**src/rtl/mem_wb_pipe.sv**
```systemverilog
// MEM->WB pipeline stage: valid/ready register with a one-entry skid buffer,
// load sub-word selection/extension, register-file write data and forwarding tap.
module mem_wb_pipe #(
  parameter int DATA_W = 32,
  parameter int REG_W  = 5
) (
  input  logic              clk,
  input  logic              reset,
  input  logic              flush,
  input  logic              mem_valid,
  output logic              mem_ready,
  input  logic [DATA_W-1:0] mem_ReadData,
  input  logic [DATA_W-1:0] mem_AluResult,
  input  logic [REG_W-1:0]  mem_Rd,
  input  logic              mem_RegWrite,
  input  logic              mem_MemToReg,
  input  logic [2:0]        mem_LoadType,
  input  logic [1:0]        mem_ByteOff,
  output logic              wb_valid,
  input  logic              wb_ready,
  output logic [REG_W-1:0]  wb_Rd,
  output logic              wb_RegWrite,
  output logic [DATA_W-1:0] wb_WriteData,
  output logic [REG_W-1:0]  fwd_Rd,
  output logic [DATA_W-1:0] fwd_Data,
  output logic              fwd_Valid
);

  typedef struct packed {
    logic [DATA_W-1:0] read_data;
    logic [DATA_W-1:0] alu;
    logic [REG_W-1:0]  rd;
    logic              reg_write;
    logic              mem_to_reg;
    logic [2:0]        load_type;
    logic [1:0]        byte_off;
  } slot_t;

  slot_t main_q, skid_q, incoming;
  logic  main_v, skid_v;
  logic  in_fire, out_fire;
  logic [DATA_W-1:0] ext_data;

  assign incoming = '{read_data:  mem_ReadData,
                      alu:        mem_AluResult,
                      rd:         mem_Rd,
                      reg_write:  mem_RegWrite,
                      mem_to_reg: mem_MemToReg,
                      load_type:  mem_LoadType,
                      byte_off:   mem_ByteOff};

  // Ready depends only on the registered skid flag, never on wb_ready.
  assign mem_ready = !skid_v;
  assign in_fire   = mem_valid & mem_ready & !flush;
  assign out_fire  = main_v & wb_ready;

  always_ff @(posedge clk or negedge reset) begin
    if (!reset) begin
      main_v <= 1'b0;
      skid_v <= 1'b0;
      main_q <= '0;
      skid_q <= '0;
    end else if (flush) begin
      main_v <= 1'b0;
      skid_v <= 1'b0;
    end else if (!main_v || out_fire) begin
      if (skid_v) begin
        main_q <= skid_q;
        if (in_fire) skid_q <= incoming;
        else         skid_v <= 1'b0;
      end else begin
        main_q <= incoming;
        main_v <= in_fire;
      end
    end else if (in_fire) begin
      skid_q <= incoming;
      skid_v <= 1'b1;
    end
  end

  generate
    if (DATA_W == 32) begin : g_ext
      logic [7:0]  byte_sel;
      logic [15:0] half_sel;
      always_comb begin
        byte_sel = main_q.read_data[7:0];
        case (main_q.byte_off)
          2'd1:    byte_sel = main_q.read_data[15:8];
          2'd2:    byte_sel = main_q.read_data[23:16];
          2'd3:    byte_sel = main_q.read_data[31:24];
          default: byte_sel = main_q.read_data[7:0];
        endcase
        // Misaligned halves are not trapped: off[0] is ignored.
        half_sel = main_q.byte_off[1] ? main_q.read_data[31:16] : main_q.read_data[15:0];
        case (main_q.load_type)
          3'b000:  ext_data = {{24{byte_sel[7]}}, byte_sel};
          3'b001:  ext_data = {{16{half_sel[15]}}, half_sel};
          3'b100:  ext_data = {24'd0, byte_sel};
          3'b101:  ext_data = {16'd0, half_sel};
          default: ext_data = main_q.read_data;
        endcase
      end
    end else begin : g_pass
      assign ext_data = main_q.read_data;
    end
  endgenerate

  assign wb_valid     = main_v;
  assign wb_Rd        = main_q.rd;
  assign wb_RegWrite  = main_v & main_q.reg_write & (main_q.rd != '0);
  assign wb_WriteData = main_q.mem_to_reg ? ext_data : main_q.alu;

  assign fwd_Rd    = wb_Rd;
  assign fwd_Data  = wb_WriteData;
  assign fwd_Valid = wb_RegWrite;

endmodule
```
**config.mk**
```make
export PLATFORM = sky130hd
export DESIGN_NAME = mem_wb_pipe
export DESIGN_NICKNAME = d
export VERILOG_FILES = /design/src/rtl/mem_wb_pipe.sv
export SDC_FILE = /design/constraint.sdc
export NUM_CORES = 1
export LEC_CHECK = 0
export CAP_MARGIN = 20
export CORE_MARGIN = 2
export CORE_UTILIZATION = 40
export DETAILED_ROUTE_END_ITERATION = 8
export GPL_TIMING_DRIVEN = 1
export SLEW_MARGIN = 20
export SYNTH_ARGS = -nofsm -noshare
export SYNTH_HDL_FRONTEND = slang
export SYNTH_SLANG_ARGS = --single-unit
```
**constraint.sdc**
```tcl
create_clock -name clk -period 2.4 [get_ports clk]
set_clock_uncertainty 0.1 [all_clocks]
set_input_delay 0.36 -clock clk [delete_from_list [all_inputs] [get_ports clk]]
set_output_delay 0.36 -clock clk [all_outputs]
set_load 0.005 [all_outputs]
```
==> metrics.yaml <==
cts_buffers: 17
crit_arrival_ns: 2.06
nets: 906
area_growth_syn_to_layout_pct: 31.1
multiInputGateArea_sq_mm: 0.00370
synth_area_leader_cell: "dfrtp_1"
gr-usage-all-layers: 0.205
r2r-end: "skid_q[52]$_DFFE_PN0P_"
slew_viol_final: 0
yosysTopAreaCellShare: 0.492
cts_sinks: 154
worst_path_most_repeated_cell: "buf_4"
htree_levels: 4
crit_required_ns: 1.94
first_pass_iters: 6
clock_latency_ns: 0.42
start_util: 0.405
final_hold_viol_count: 0
syn_inst: 690
setup_violations: 41
drt_iter0_drc: 321
final_core_utilization: 0.532
synth_flop_cell: "dfrtp_1"
drc: 0
worst-r2r-cell-count: 4
rsz0062_at_grt: "yes"
place_ws_ns: -0.0356
synth.distinct_cells: 37
layout-drive-gt1-share: 0.342
fillCellCount: 1684
die_area_sq_mm: 0.0207
critPathKind: "reg2out"
seqCellArea_sq_mm: 0.00386
end_kind: "primary output"
yosysWarnings: 0
antenna_found_initial: 0
cpPeakStageDelay_ns: 0.44
cts_tree: "done"
dp_cells: 1048
leakage_nw: 4.32
synth-edff-count: 0
ios: 159
timing.reg2reg.setup_slack_ns: 0.53
worstPathCellList: "mux2_4 > a22oi_2 > buf_4 > o21ba_4 > buf_4 > a21oi_4 > buf_2"
core_area_sq_mm: 0.0193
synth-seq-area-share: 0.492
clk_pin_slew_worst_paths_ns: 0.06
rows: 51
finalWorstSetupSlack_ns: -0.121
grt_pass1_vias: 5713
violations: "setup timing"
cts_max_path_buffers: 2
start_kind: "register"
grt_overflow_total: 0
gp_congestion: 0.908
synth_area_per_cell_sq_um: 11.4
ys_async_sr_fraction: 1.00
synth_nets: 771
drtAntennaViolNets: 0
via_per_inst: 5.15
wire_per_inst_um: 18.7
diodes: 0
max_freq_mhz: 397
cpMaxStageDelayCell: "dfrtp_2"
layoutNonFillerInstCount: 1103
ys_top_cells_by_area: "dfrtp_1, mux2i_1, mux2_4"
die_w_um: 144
grt_pass1_wl_mm: 32.2
cp_max_fo: 6
syn_area_sq_mm: 0.00784
portBuffers: 158
routed_wirelength_mm: 20.7
worst_pin_slew_ns: 0.594
run_status: "finished with violations"
ir_worst_vdd_mv: 0.460
cts-root-buf: "clkbuf_16"
chipHeight_um: 144
rr_startpoint: "wb_valid$_DFFE_PN0P_"
period_share: 1.05
period_needed_ns: 2.52
dpl.hpwl_mm: 13.7
synthTopCellsByCount: "dfrtp_1, nor2_1, a21oi_1, mux2i_1, mux2_2"
vias: 5678
max_cap_viol_count: 0
pwr_density_cell_mw_per_mm2: 798
yosysMostFrequentCell: "dfrtp_1"
hp-class: "in2async"
max-slew-margin-rel: 0.604
grt_max_degree: 79
ys_ff_latch: 154
[how the worst max path moves through the flow]
stage                            end             startpoint  cells past startpoint
finish                  fwd_Data[12]  main_q[0]$_DFFE_PN0P_                      7
global route            fwd_Data[12]  main_q[0]$_DFFE_PN0P_                      7
CTS                     fwd_Data[13]  main_q[0]$_DFFE_PN0P_                      7
detailed placement  wb_WriteData[25]  main_q[0]$_DFFE_PN0P_                      6
global placement        fwd_Data[27]  main_q[0]$_DFFE_PN0P_                      6
floorplan           wb_WriteData[21]  main_q[0]$_DFFE_PN0P_                      7
[metrics by stage]
step | total power, mW | hold slack, ns | cell area [sq um] | setup TNS (ns)
final | 8.21 | 0.278 | 10300 | -2.76
after global routing | 8.64 | 0.292 | 10300 | -6.22
after CTS | 8.20 | 0.274 | 10200 | -4.41
after detailed placement | 5.55 | 0.154 | 9490 | -0.271
after global placement | 5.50 | 0.140 | 9490 | 0
after floorplan | 4.63 | -0.0356 | 7840 | 0
[cell type report]
type,count,area share
Sequential cell,154,0.376
Multi-Input combinational cell,442,0.360
Timing Repair Buffer,208,0.176
Clock buffer,22,0.0442
Tap cell,265,0.0323
Clock inverter,10,0.0117
Inverter,2,0.000730
[timing repair]
action / in CTS / in global routing
hold endpoints to repair: 24 / 0
setup endpoints to repair: 66 / 64
pin swaps: 16 / 15
buffers inserted: 20 / 4
gates resized for setup: 286 / 39
hold buffers: 1 / 0
gates cloned: 1 / 0
[cells by family after synthesis]
group / after synthesis / share of synthesized area
AO/OA/AOI/OAI: 148 / 0.120
buffers and inverters: 94 / 0.0766
flip-flops: 154 / 0.492
multiplexers: 162 / 0.240
AND/OR/NAND/NOR: 132 / 0.0720
[power breakdown]
| group | leakage (nW) | switching [mW] | internal, mW |
|---|---|---|---|
| Clock | 0.263 | 1.08 | 1.56 |
| Sequential | 1.80 | 0.325 | 3.08 |
| Combinational | 2.26 | 0.943 | 1.22 |
| Total | 4.32 | 2.35 | 5.86 |
[layer usage]
layer	share of wire	track usage	wire length [um]
met5	0	0	0
met2	0.46	0.315	9550
met3	0.053	0.0464	1090
met1	0.46	0.286	9470
met4	0.027	0.0707	553
[layout by cell type (no fill, tap or decap), types with 4 or more instances in the layout]
cell / n
a211oi_2: 5
buf_2: 55
mux2_2: 44
clkbuf_1: 4
buf_6: 13
mux2i_1: 76
a21oi_4: 8
nor2_1: 97
clkbuf_2: 8
clkbuf_16: 17
o22ai_1: 7
mux2_4: 42
nor3b_2: 6
clkdlybuf4s50_1: 91
buf_4: 29
a21oi_1: 94
nand2_1: 10
clkinvlp_4: 5
o221a_2: 6
dfrtp_2: 4
o21bai_1: 6
a211oi_4: 11
nor2_2: 6
buf_12: 8
dfrtp_1: 149
[critical path, delay by kind of cell, from the launching register on]
kind	cells	cell delay, ns
AOI/OAI and AO/OA	3	0.45
muxes	1	0.31
buffers and inverters	3	0.43
DFF	1	0.44
[sequential cells by signal, indices dropped and copies added (netlist names)]
signal    count
skid_q       76
skid_v        1
wb_valid      1
fwd_Rd        5
main_q       71
(Power assumes the default switching activity.)
